[config.mk]
export PLATFORM = sky130hd
export DESIGN_NAME = pipeline_hazard_ctrl_flat
export DESIGN_NICKNAME = d
export VERILOG_FILES = /design/src/rtl/pipeline_hazard_ctrl_if.sv /design/src/rtl/pipeline_hazard_ctrl.sv /design/src/flat_wrapper.sv
export SDC_FILE = /design/constraint.sdc
export NUM_CORES = 1
export LEC_CHECK = 0
export BUFFER_PORTS_ARGS = -buffer_cell sky130_fd_sc_hd__buf_2
export CAP_MARGIN = 5
export CORE_UTILIZATION = 47
export DETAILED_ROUTE_END_ITERATION = 8
export GPL_TIMING_DRIVEN = 0
export PLACE_DENSITY_LB_ADDON = 0.15
export SLEW_MARGIN = 5
export SYNTH_ARGS = -nofsm -noshare
export SYNTH_HDL_FRONTEND = slang
export SYNTH_SLANG_ARGS = --single-unit
[constraint.sdc]
create_clock -name clk -period 1.9 [get_ports clk]
set_clock_uncertainty 0.05 [all_clocks]
set_input_delay 0.19 -clock clk [delete_from_list [all_inputs] [get_ports clk]]
set_output_delay 0.19 -clock clk [all_outputs]
set_load 0.01 [all_outputs]
[src/rtl/pipeline_hazard_ctrl_if.sv]
// Handshake bundle between the pipeline datapath and the hazard controller.
// The pipeline side drives hazard sources; the controller drives enables, flushes and status.
interface pipeline_hazard_ctrl_if;
  logic [4:0]  idRS;
  logic [4:0]  idRT;
  logic        idUsesRS;
  logic        idUsesRT;
  logic        exMemRead;
  logic [4:0]  exDstReg;
  logic        exBranchTaken;
  logic        memAccess;
  logic        memReady;
  logic        pcWrite;
  logic        ifidWrite;
  logic        idexWrite;
  logic        exmemWrite;
  logic        ifidFlush;
  logic        idexFlush;
  logic        exmemFlush;
  logic        memwbFlush;
  logic [1:0]  ctrlState;
  logic [15:0] stallCount;
  logic        memTimeout;

  modport master (
    output idRS, idRT, idUsesRS, idUsesRT, exMemRead, exDstReg,
           exBranchTaken, memAccess, memReady,
    input  pcWrite, ifidWrite, idexWrite, exmemWrite,
           ifidFlush, idexFlush, exmemFlush, memwbFlush,
           ctrlState, stallCount, memTimeout
  );

  modport slave (
    input  idRS, idRT, idUsesRS, idUsesRT, exMemRead, exDstReg,
           exBranchTaken, memAccess, memReady,
    output pcWrite, ifidWrite, idexWrite, exmemWrite,
           ifidFlush, idexFlush, exmemFlush, memwbFlush,
           ctrlState, stallCount, memTimeout
  );
endinterface

[src/rtl/pipeline_hazard_ctrl.sv]
// Stall/flush controller for the 5-stage pipeline: post-reset drain, memory wait,
// branch flush and load-use interlock, plus stall statistics and a sticky memory timeout.
//
// state    | meaning
// INIT     | draining the pipeline after reset; everything flushed
// RUN      | normal issue; hazards resolved combinationally
// MEM_WAIT | data memory access outstanding; whole pipeline frozen
module pipeline_hazard_ctrl #(
  parameter int INIT_CYCLES = 4,
  parameter int TIMEOUT     = 255
) (
  input logic                   clk,
  input logic                   rst,
  pipeline_hazard_ctrl_if.slave bus
);

  typedef enum logic [1:0] {
    INIT     = 2'd0,
    RUN      = 2'd1,
    MEM_WAIT = 2'd2,
    UNUSED   = 2'd3
  } ctrlState_t;

  ctrlState_t  state;
  logic [3:0]  initCnt;
  logic [7:0]  waitCnt;
  logic [15:0] stallCount;
  logic        memTimeout;

  logic memStall;
  logic loadUse;
  logic pcWrite, ifidWrite, idexWrite, exmemWrite;
  logic ifidFlush, idexFlush, exmemFlush, memwbFlush;

  assign memStall = bus.memAccess & ~bus.memReady;
  assign loadUse  = bus.exMemRead & (bus.exDstReg != 5'd0) &
                    ((bus.idUsesRS & (bus.idRS == bus.exDstReg)) |
                     (bus.idUsesRT & (bus.idRT == bus.exDstReg)));

  // MEM_WAIT shares the RUN decision tree; only the state update differs.
  always_comb begin
    pcWrite    = 1'b0;
    ifidWrite  = 1'b0;
    idexWrite  = 1'b0;
    exmemWrite = 1'b0;
    ifidFlush  = 1'b0;
    idexFlush  = 1'b0;
    exmemFlush = 1'b0;
    memwbFlush = 1'b0;
    case (state)
      RUN, MEM_WAIT: begin
        if (memStall) begin
          memwbFlush = 1'b1;
        end else if (bus.exBranchTaken) begin
          pcWrite    = 1'b1;
          ifidWrite  = 1'b1;
          idexWrite  = 1'b1;
          exmemWrite = 1'b1;
          ifidFlush  = 1'b1;
          idexFlush  = 1'b1;
        end else if (loadUse) begin
          idexWrite  = 1'b1;
          idexFlush  = 1'b1;
          exmemWrite = 1'b1;
        end else begin
          pcWrite    = 1'b1;
          ifidWrite  = 1'b1;
          idexWrite  = 1'b1;
          exmemWrite = 1'b1;
        end
      end
      default: begin
        ifidFlush  = 1'b1;
        idexFlush  = 1'b1;
        exmemFlush = 1'b1;
        memwbFlush = 1'b1;
      end
    endcase
  end

  always_ff @(posedge clk or negedge rst) begin
    if (!rst) begin
      state      <= INIT;
      initCnt    <= 4'd0;
      waitCnt    <= 8'd0;
      stallCount <= 16'd0;
      memTimeout <= 1'b0;
    end else begin
      if (!pcWrite && state != INIT && stallCount != 16'hFFFF)
        stallCount <= stallCount + 16'd1;
      case (state)
        INIT: begin
          if (initCnt == 4'(INIT_CYCLES - 1)) begin
            state   <= RUN;
            initCnt <= 4'd0;
          end else begin
            initCnt <= initCnt + 4'd1;
          end
        end
        RUN: begin
          if (memStall) begin
            state   <= MEM_WAIT;
            waitCnt <= 8'd1;
          end
        end
        MEM_WAIT: begin
          if (memStall) begin
            if (waitCnt == 8'(TIMEOUT))
              memTimeout <= 1'b1;
            if (waitCnt != 8'hFF)
              waitCnt <= waitCnt + 8'd1;
          end else begin
            state   <= RUN;
            waitCnt <= 8'd0;
          end
        end
        default: begin
          state   <= INIT;
          initCnt <= 4'd0;
        end
      endcase
    end
  end

  assign bus.pcWrite    = pcWrite;
  assign bus.ifidWrite  = ifidWrite;
  assign bus.idexWrite  = idexWrite;
  assign bus.exmemWrite = exmemWrite;
  assign bus.ifidFlush  = ifidFlush;
  assign bus.idexFlush  = idexFlush;
  assign bus.exmemFlush = exmemFlush;
  assign bus.memwbFlush = memwbFlush;
  assign bus.ctrlState  = state;
  assign bus.stallCount = stallCount;
  assign bus.memTimeout = memTimeout;

endmodule
[src/flat_wrapper.sv]
// flat-port wrapper written by rule: the top's interface ports become plain ports
module pipeline_hazard_ctrl_flat 
#(
  parameter int INIT_CYCLES = 4,
  parameter int TIMEOUT     = 255
)
  (clk, rst, bus_idRS, bus_idRT, bus_idUsesRS, bus_idUsesRT, bus_exMemRead, bus_exDstReg, bus_exBranchTaken, bus_memAccess, bus_memReady, bus_pcWrite, bus_ifidWrite, bus_idexWrite, bus_exmemWrite, bus_ifidFlush, bus_idexFlush, bus_exmemFlush, bus_memwbFlush, bus_ctrlState, bus_stallCount, bus_memTimeout);
  pipeline_hazard_ctrl_if bus_i ();
  input logic clk;
  input logic rst;
  input wire logic [$bits(bus_i.idRS)-1:0] bus_idRS;
  input wire logic [$bits(bus_i.idRT)-1:0] bus_idRT;
  input wire logic [$bits(bus_i.idUsesRS)-1:0] bus_idUsesRS;
  input wire logic [$bits(bus_i.idUsesRT)-1:0] bus_idUsesRT;
  input wire logic [$bits(bus_i.exMemRead)-1:0] bus_exMemRead;
  input wire logic [$bits(bus_i.exDstReg)-1:0] bus_exDstReg;
  input wire logic [$bits(bus_i.exBranchTaken)-1:0] bus_exBranchTaken;
  input wire logic [$bits(bus_i.memAccess)-1:0] bus_memAccess;
  input wire logic [$bits(bus_i.memReady)-1:0] bus_memReady;
  output wire logic [$bits(bus_i.pcWrite)-1:0] bus_pcWrite;
  output wire logic [$bits(bus_i.ifidWrite)-1:0] bus_ifidWrite;
  output wire logic [$bits(bus_i.idexWrite)-1:0] bus_idexWrite;
  output wire logic [$bits(bus_i.exmemWrite)-1:0] bus_exmemWrite;
  output wire logic [$bits(bus_i.ifidFlush)-1:0] bus_ifidFlush;
  output wire logic [$bits(bus_i.idexFlush)-1:0] bus_idexFlush;
  output wire logic [$bits(bus_i.exmemFlush)-1:0] bus_exmemFlush;
  output wire logic [$bits(bus_i.memwbFlush)-1:0] bus_memwbFlush;
  output wire logic [$bits(bus_i.ctrlState)-1:0] bus_ctrlState;
  output wire logic [$bits(bus_i.stallCount)-1:0] bus_stallCount;
  output wire logic [$bits(bus_i.memTimeout)-1:0] bus_memTimeout;
  assign bus_i.idRS = bus_idRS;
  assign bus_i.idRT = bus_idRT;
  assign bus_i.idUsesRS = bus_idUsesRS;
  assign bus_i.idUsesRT = bus_idUsesRT;
  assign bus_i.exMemRead = bus_exMemRead;
  assign bus_i.exDstReg = bus_exDstReg;
  assign bus_i.exBranchTaken = bus_exBranchTaken;
  assign bus_i.memAccess = bus_memAccess;
  assign bus_i.memReady = bus_memReady;
  assign bus_pcWrite = bus_i.pcWrite;
  assign bus_ifidWrite = bus_i.ifidWrite;
  assign bus_idexWrite = bus_i.idexWrite;
  assign bus_exmemWrite = bus_i.exmemWrite;
  assign bus_ifidFlush = bus_i.ifidFlush;
  assign bus_idexFlush = bus_i.idexFlush;
  assign bus_exmemFlush = bus_i.exmemFlush;
  assign bus_memwbFlush = bus_i.memwbFlush;
  assign bus_ctrlState = bus_i.ctrlState;
  assign bus_stallCount = bus_i.stallCount;
  assign bus_memTimeout = bus_i.memTimeout;
  pipeline_hazard_ctrl #(.INIT_CYCLES(INIT_CYCLES), .TIMEOUT(TIMEOUT)) u_core (.clk(clk), .rst(rst), .bus(bus_i));
endmodule
==> reports/metrics.yaml, run 1 <==
core_um2: 3690
worst-slew-pin-transition_ps: 687
slew-limit-headroom_pct: 54.2
first_global_vias: 1562
synth-edff-count: 0
synth_top_cell_by_area: "dfrtp_1"
die_w_um: 64.3
hold_depth: 4
h-tree-depth: 2
die_h_um: 64.3
hp-class: "primary input to flop"
cts_max_path_buffers: 2
crit_type: "flop to flop"
power_frac_clock_pct: 14.0
drv_slew: 0
initial_utilization_pct: 49.5
syn_avg_cell_area_um2: 9.93
grt_pass1_wl_um: 7090
hold_viol_final: 0
r2r_end: "u_core.bus.stallCount[0]$_DFFE_PN0P_"
routed_via_density: 5.15
gp_congestion: 0.765
yosysMostFrequentCell: "dfrtp_1"
total_power_mw: 3.59
overflow: 0
placed_cell_area_um2: 2160
max_freq_mhz: 514
drt_pass1_iterations: 4
hold-worst-slack_ps: 290
synth_cells: 184
drv_cap: 0
die_area_um2: 4140
cp_max_fo: 5
r2r_setup_slack_ps: -50
n_antenna_cell: 0
fin_crit_ps: 1950
status: "complete, but fails checks"
vias: 1577
rsz0062_at_grt: "yes"
cts_buffers: 5
combPwrFrac_pct: 60.2
leakage_nw: 1.25
critPathCaptureType: "flop"
synth_area_leaders: "dfrtp_1, xor2_1, xnor2_1"
synthFlopType: "dfrtp_1"
worstSkewPairLatency_ps: 290
cts-root-buf: "clkbuf_8"
critical_path.startpoint_type: "flop"
min_from: "bus_memAccess"
crit_required_ps: 2070
synth_common_cells: "dfrtp_1, nand2_1, xor2_1, xnor2_1, nor2_1"
n_fill_cell: 312
synth_top_area_share_pct: 42.5
rows: 22
peakVddDrop_mv: 1.04
p_sw_share_pct: 41.1
antenna_left: 0
p_sw_mw: 1.48
clk_pin_slew_ps: 70
synthDistinctLibCells: 38
drive_gt1_share_pct: 41.9
violations: "negative setup slack"
fin_util_pct: 68.2
hold_path_end: "u_core.bus.ctrlState[1]$_DFFE_PN0P_"
netlist_area_um2: 1830
io_buffers: 49
ys_ff_latch: 31
synth-seq-area-share_pct: 42.5
reg2reg_from: "u_core.bus.stallCount[0]$_DFFE_PN0P_"
fin_area_um2: 2510
cts_sinks: 31
yosysWarnings: 0
fin_setup_tns_ps: -182
finalSetupViolations: 7
totalWireLength_um: 4300
antenna_found_initial: 0
dp_hpwl_um: 2690
fin_crit_sh_pct: 102
cp-startpoint: "u_core.bus.stallCount[0]$_DFFE_PN0P_"
avgRoutedWirePerCell_um: 14.1
powerDensity_nw_per_um2: 1430
synth_nets: 213
area_growth_pct: 37.7
cts_tree: "done"
grt_max_degree: 32
reg2regPathDepth: 10
drc: 0
ioPinCount: 50
internal_power_mw: 2.11
seqPwrFrac_pct: 25.8
critPathArrivalTime_ps: 2110
fin_ws_ps: -45.3
grt_usage_pct: 22.3
async_reset_ff_share_pct: 100
drtIter0Drc: 88
fin_nets: 286
==> per-stage QoR <==
| stage | instances | setup slack [ps] |
|---|---|---|
| 3_5_place_dp | 281 | -178 |
| 4_1_cts | 300 | -120 |
| 3_3_place_gp | 281 | -145 |
| 6_report | 306 | -45.3 |
| 2_1_floorplan | 184 | -14.5 |
| 5_1_grt | 306 | -155 |
==> cells in the final DEF (no fill, tap or decap), drive strengths merged, types with 2 or more instances in the layout <==
cell type / n
a21o: 3
nand3b: 2
ha: 6
nand3: 6
dfrtp: 31
inv: 6
o21ai: 6
nand2b: 5
and3: 5
xnor2: 13
a22o: 2
xor2: 18
nor2: 12
nand4: 11
nand2: 21
nor3b: 3
nor3: 9
buf: 71
nor4: 6
clkbuf: 6
clkinv: 3
a21oi: 3
==> state kept, by name (all words and copies together) (netlist names) <==
register,count
u_core.initCnt,4
u_core.bus.ctrlState,2
u_core.bus.stallCount,16
u_core.waitCnt,8
u_core.bus.memTimeout,1
==> how the worst max path moves through the flow <==
stage | end | slack, ps
after floorplan | u_core.bus.stallCount[1]$_DFFE_PN0P_ | -10
after global placement | u_core.waitCnt[5]$_DFFE_PN0P_ | -150
after detailed placement | u_core.bus.stallCount[13]$_DFFE_PN0P_ | -180
after CTS | u_core.bus.stallCount[9]$_DFFE_PN0P_ | -120
after global routing | u_core.bus.stallCount[10]$_DFFE_PN0P_ | -150
final | u_core.bus.stallCount[0]$_DFFE_PN0P_ | -50
==> critical path, stage by stage, from the launching register on <==
cell      delay, ps
dfrtp_1         400
ha_4            150
nand4_1         190
nor3_2          200
nand2b_1        120
a22oi_4         230
buf_12          150
buf_16          110
buf_4           100
buf_6            80
xnor2_1          90
==> timing repair <==
| item | CTS | global route |
|---|---|---|
| hold buffers | 1 | 0 |
| setup buffers | 10 | 9 |
| setup endpoints to repair | 24 | 21 |
| gates cloned | 1 | 0 |
| endpoints found under the hold margin | 31 | 0 |
| gates resized for setup | 18 | 11 |
| pin swaps | 14 | 14 |
==> layer usage <==
metal	global-route usage [%]	up-vias	routed length [um]
li1	-	788	-
met1	28.2	745	1970
met2	37.5	37	2120
met3	3.93	7	139
met4	8.89	0	63
met5	0	-	0
==> cell families (layout without fill, tap and decap cells) <==
logic type               count (synthesis)  in the layout  synth area share (%)
XOR/XNOR                                31             31                  14.9
adder cells (fa/ha/maj)                  6              6                  4.11
buffers and inverters                   13             87                  3.97
flip-flops                              31             31                  42.5
AND/OR/NAND/NOR                         83             83                  25.9
multiplexers                             1              1                 0.822
AO/OA/AOI/OAI                           19             19                  7.88
==> power groups by stage <==
stage                     Sequential [mW]  Combinational, mW  Clock, mW
after floorplan                     0.956               1.05          0
after global placement              0.933               1.52          0
after detailed placement            0.938               1.53          0
after CTS                           0.914               2.08      0.509
after global routing                0.943               2.32      0.543
final                               0.928               2.16      0.502
==> layout make-up <==
| class | count | area, um^2 | share of cell area, % |
|---|---|---|---|
| clock buffer | 5 | 68.8 | 2.74 |
| inverter | 6 | 22.5 | 0.896 |
| multi-input combinational | 140 | 1100 | 43.9 |
| sequential | 31 | 779 | 31.0 |
| timing repair buffer | 69 | 442 | 17.6 |
| clock inverter | 3 | 15.0 | 0.597 |
| tap | 48 | 60.1 | 2.39 |
| buffer | 4 | 23.8 | 0.945 |
Note: power is estimated with default switching activity, not from simulation.
==> run 2: changes to the inputs <==
- ABC_CLOCK_PERIOD_IN_PS: not set -> 2300
- CORE_UTILIZATION: 47 -> 56
- GPL_TIMING_DRIVEN: 0 -> 1
- clock period: 1.9 -> 2.3 ns (I/O delays scaled with it)
==> reports/metrics.yaml, run 2 (synthesized netlist as in run 1, its figures left out) <==
fin_crit_ps: 2160  # +211 ps
cp_max_fo: 14  # +9
area_growth_pct: 20.2
avgRoutedWirePerCell_um: 13.2  # -5.7%
io_buffers: 49  # unchanged
fin_setup_tns_ps: 0  # +182 ps
gp_congestion: 0.830  # +8.5%
p_sw_mw: 0.990  # -33%
cts_buffers: 5  # unchanged
hp-class: "primary input to flop"
routed_via_density: 5.42  # +5.1%
n_antenna_cell: 0  # unchanged
fin_util_pct: 71.3  # +3.2 points
cts_tree: "done"
reg2regPathDepth: 9  # -1
initial_utilization_pct: 59.3  # +9.8 points
n_fill_cell: 251  # -20%
powerDensity_nw_per_um2: 1040  # -27%
drv_cap: 0  # unchanged
slew-limit-headroom_pct: 54.8  # +0.66 points
final_cell_mix: "buf_2, dfrtp_1, nand2_1"
layout_commonest_cell: "buf_2"
worstSkewPairLatency_ps: 330  # +40 ps
worst_path_max_delay_cell: "dfrtp_1"
dp_hpwl_um: 2840  # +5.7%
drtIter0Drc: 100  # +14%
max_freq_mhz: 464  # -9.8%
critPathMaxStageDelay_ps: 420  # +20 ps
rows: 20  # -9.1%
status: "complete, no violations"
fin_area_um2: 2200  # -13%
power_frac_clock_pct: 14.2  # +0.2 points
top_regs: "u_core.bus.stallCount: 16 flops, u_core.waitCnt: 8 flops, u_core.initCnt: 4 flops"
hold_viol_final: 0  # unchanged
critPathCaptureType: "flop"
combPwrFrac_pct: 52.3  # -7.9 points
worst-path-buf-inv: 2  # -2
overflow: 0  # unchanged
crit_required_ps: 2510  # +440 ps
cp_cell_sequence: "inv_1 > ha_1 > nor3b_1 > o21ai_2 > nor2_1 > a22oi_4 > buf_12 > nor4_1 > xor2_1"
placed_cell_area_um2: 2120  # -2.0%
cp-startpoint: "u_core.bus.ctrlState[0]$_DFFE_PN0P_"
critPathArrivalTime_ps: 2360  # +250 ps
first_global_vias: 1471  # -5.8%
r2r_end: "u_core.bus.stallCount[15]$_DFFE_PN0P_"
reg2reg_from: "u_core.bus.ctrlState[0]$_DFFE_PN0P_"
worstSetupEndpoint: "u_core.bus.stallCount[15]$_DFFE_PN0P_"
internal_power_mw: 1.29  # -39%
fin_crit_sh_pct: 93.8  # -8.6 points
finalSetupViolations: 0  # -7
grt_max_degree: 32  # unchanged
drt_pass1_iterations: 4  # unchanged
totalWireLength_um: 3740  # -13%
drive_gt1_share_pct: 31.5  # -10 points
worst-slew-pin-transition_ps: 677  # -9.95 ps
p_sw_share_pct: 43.4  # +2.2 points
clk_pin_slew_ps: 100  # +30 ps
leakage_nw: 1.08  # -14%
cts_max_path_buffers: 2  # unchanged
hold_depth: 4  # unchanged
critical_path.startpoint_type: "flop"
antenna_left: 0  # unchanged
vias: 1528  # -3.1%
peakVddDrop_mv: 0.569  # -45%
grt_pass1_wl_um: 6240  # -12%
drc: 0  # unchanged
antenna_found_initial: 0  # unchanged
largest_reg_flops: 16  # unchanged
rsz0062_at_grt: "no"
die_area_um2: 3490  # -16%
cp_num_cells: 9  # -1
fin_nets: 267  # -6.6%
cpLargestDelayFamily: "simple AND/OR/NAND/NOR gates"
core_um2: 3080  # -17%
seqPwrFrac_pct: 33.6  # +7.8 points
ioPinCount: 50  # unchanged
h-tree-depth: 2  # unchanged
die_h_um: 59.1  # -8.1%
grt_usage_pct: 23.8  # +1.4 points
cts-root-buf: "clkbuf_4"
crit_type: "flop to flop"
total_power_mw: 2.28  # -36%
drv_slew: 0  # unchanged
regMostFlops: "u_core.bus.stallCount"
r2r_setup_slack_ps: 140  # +190 ps
die_w_um: 59.1  # -8.1%
cts_sinks: 31  # unchanged
==> run 2: cell types whose count changed in the layout (fill, tap and decap cells not counted), moves of 3 or more <==
cell      delta
clkbuf_4     +5
buf_6        -3
dfrtp_2      -3
clkbuf_8     -4
nor4_4       -3
dfrtp_1      +3
buf_4       -13
==> run 2: metal layers <==
layer	track usage [%]	up-vias	share of wire (%)
met5	0	-	0
met4	9.86	0	0.67
met3	6.33	4	4.5
met2	39.9	39	51
met1	28.8	736	44
li1	-	749	-
==> run 2: what timing repair did <==
item                                    in CTS  in global routing
hold buffers                                 1                  0
endpoints found under the setup margin       0                  3
endpoints found under the hold margin       31                  0
gates resized for setup                      0                  2
buffers inserted                             0                  0
==> run 2: tightest hold or removal path, delay by kind of cell <==
family / cells / cell delay [ps]
AND/OR/NAND/NOR: 2 / 200
AO/OA/AOI/OAI: 1 / 120
buffers and inverters: 1 / 90
==> run 2: cell type report <==
cell class,instances,area (um^2),share of cell area (%)
flip-flops and latches,31,776,35.3
inverters,6,22.5,1.03
multi-input cells,140,988,45.0
repair buffers,54,298,13.6
clock buffers,6,51.3,2.34
well taps,44,55.1,2.51
clock inverters,1,5.00,0.228
==> run 2: stage by stage <==
stage | setup slack [ps] | cells | hold slack (ps)
6_report | 143 | 282 | 293
5_1_grt | 13.4 | 282 | 324
4_1_cts | 133 | 282 | 278
3_5_place_dp | 175 | 274 | 264
3_3_place_gp | 305 | 274 | 248
2_1_floorplan | 264 | 184 | -116
==> run 2: power groups by stage <==
stage	clock (mW)	sequential, mW	combinational (mW)
after floorplan	0	0.790	0.831
after global placement	0	0.764	1.16
after detailed placement	0	0.776	1.18
after CTS	0.332	0.763	1.19
after global routing	0.353	0.781	1.32
final	0.323	0.766	1.19
==> run 2: worst min-delay path by stage <==
stage	startpoint	end	slack (ps)
2_1_floorplan	rst	u_core.bus.ctrlState[0]$_DFFE_PN0P_	-120
3_3_place_gp	rst	u_core.initCnt[0]$_DFFE_PN0P_	250
3_5_place_dp	rst	u_core.bus.memTimeout$_DFFE_PN0P_	260
4_1_cts	bus_memAccess	u_core.bus.ctrlState[1]$_DFFE_PN0P_	280
5_1_grt	bus_memAccess	u_core.bus.ctrlState[1]$_DFFE_PN0P_	320
6_report	bus_memAccess	u_core.bus.ctrlState[1]$_DFFE_PN0P_	290
==> run 3: changes to the inputs <==
- ABC_CLOCK_PERIOD_IN_PS: 2300 -> 2000
- CORE_ASPECT_RATIO: not set -> 1.4
- CORE_UTILIZATION: 56 -> 52
- clock period: 2.3 -> 2 ns (I/O delays scaled with it)
==> reports/metrics.yaml, run 3 (synthesized netlist as in run 1, its figures left out) <==
drv_cap: 0  # unchanged
grt_usage_pct: 24.6  # +0.86 points
initial_utilization_pct: 54.1  # -5.3 points
first_global_vias: 1598  # +8.6%
fin_setup_tns_ps: 0  # unchanged
critical_path.startpoint_type: "flop"
avgRoutedWirePerCell_um: 13.9  # +5.3%
largest_reg_flops: 16  # unchanged
wl_met1_um: 1670  # +2.6%
drtIter0Drc: 42  # -58%
fin_crit_ps: 1910  # -245 ps
max_freq_mhz: 523  # +13%
worst-slew-pin-transition_ps: 729  # +51.3 ps
hold_viol_final: 0  # unchanged
antenna_found_initial: 0  # unchanged
routed_via_density: 5.42  # about the same
drv_slew: 0  # unchanged
cts-root-buf: "clkbuf_8"
regMostFlops: "u_core.bus.stallCount"
die_area_um2: 3760  # +7.5%
fin_nets: 283  # +6.0%
die_w_um: 52.1  # -12%
leakage_nw: 1.19  # +10%
ioPinCount: 50  # unchanged
core_um2: 3380  # +9.8%
gp_congestion: 0.770  # -7.2%
dp_hpwl_um: 3180  # +12%
peakVddDrop_mv: 1.05  # +85%
fin_area_um2: 2400  # +9.2%
clk_pin_slew_ps: 70  # -30 ps
grt_max_degree: 32  # unchanged
powerDensity_nw_per_um2: 1290  # +24%
io_buffers: 49  # unchanged
fin_crit_sh_pct: 95.6  # +1.8 points
wl_met3_um: 144  # -14%
n_antenna_cell: 0  # unchanged
rsz0062_at_grt: "no"
layout_commonest_cell: "buf_2"
cp_max_fo: 14  # unchanged
grt_pass1_wl_um: 6850  # +9.8%
wl_met2_um: 2210  # +16%
rows: 25  # +25%
crit_required_ps: 2150  # -360 ps
routed.top_layer: "met4"
top_regs: "u_core.bus.stallCount: 16 flops, u_core.waitCnt: 8 flops, u_core.initCnt: 4 flops"
critPathArrivalTime_ps: 2060  # -300 ps
vias: 1598  # +4.6%
worstSkewPairLatency_ps: 280  # -50 ps
area_growth_pct: 31.2
cts_max_path_buffers: 2  # unchanged
totalWireLength_um: 4120  # +10%
slew-limit-headroom_pct: 51.4  # -3.4 points
overflow: 0  # unchanged
die_h_um: 72.1  # +22%
hp-class: "primary input to flop"
cts_buffers: 5  # unchanged
drc: 0  # unchanged
finalSetupViolations: 0  # unchanged
crit_type: "flop to flop"
drt_pass1_iterations: 4  # unchanged
antenna_left: 0  # unchanged
cts_tree: "done"
cts_sinks: 31  # unchanged
h-tree-depth: 2  # unchanged
status: "complete, no violations"
final_cell_mix: "buf_2, dfrtp_1, nand2_1"
placed_cell_area_um2: 2240  # +5.7%
fin_util_pct: 71.0  # -0.38 points
critPathCaptureType: "flop"
drive_gt1_share_pct: 38.0  # +6.5 points
## run 3: cell types whose count changed in the layout (fill, tap and decap cells not counted), sizes merged
cell,previous run,this run
buf,53,69
bufinv,0,1
## run 3: cell type report
cell class	instances	area [um^2]
timing repair buffer	70	422
inverter	6	22.5
clock inverter	2	35.0
fill	263	981
sequential	31	776
multi-input combinational	140	1010
tap	40	50.0
clock buffer	6	82.6
## run 3: worst max-delay path, stage by stage, from the launching register on
cell     delay [ps]
dfrtp_1         350
inv_1            70
ha_1            220
buf_4           170
a21oi_1         230
a22oi_4          90
buf_12          170
nor4_2          310
xor2_1          180
## run 3: per-layer routing
layer,global-route usage (%),vias to the layer above
li1,-,776
met4,10.2,0
met1,26.6,775
met2,45.2,37
met3,4.82,10
met5,0,-
## run 3: worst paths after layout
path / startpoint / endpoint / slack (ps) / cells past startpoint
max: u_core.bus.ctrlState[0]$_DFFE_PN0P_ / u_core.bus.stallCount[13]$_DFFE_PN0P_ / 90 / 8
min: bus_memReady / u_core.waitCnt[1]$_DFFE_PN0P_ / 330 / 4
max reg2reg: u_core.bus.ctrlState[0]$_DFFE_PN0P_ / u_core.bus.stallCount[13]$_DFFE_PN0P_ / 90 / 8
min reg2reg: u_core.bus.memTimeout$_DFFE_PN0P_ / u_core.bus.memTimeout$_DFFE_PN0P_ / 420 / 1
max in group asynchronous: rst / u_core.bus.stallCount[1]$_DFFE_PN0P_ / 970 / 2
min in group asynchronous: rst / u_core.bus.ctrlState[1]$_DFFE_PN0P_ / 460 / 2
## run 3: power breakdown
part	switching, mW	internal (mW)
Clock	0.241	0.403
Combinational	0.892	0.721
Sequential	0.0861	0.747
Total	1.22	1.87
## run 3: what timing repair did
item,CTS,global route
pin swaps,0,0
hold buffers,1,0
setup buffers,0,0
setup endpoints to repair,3,9
endpoints found under the hold margin,31,0
resized for setup,2,5
## run 3: stage by stage
stage	hold slack (ps)	total power, mW	setup WS [ps]	instances
floorplan	-146	1.87	3.76	184
global placement	226	2.38	88.8	286
detailed placement	246	2.43	42.1	286
CTS	325	3.09	22.3	295
global route	336	3.30	4.48	295
finish	331	3.09	88.0	295
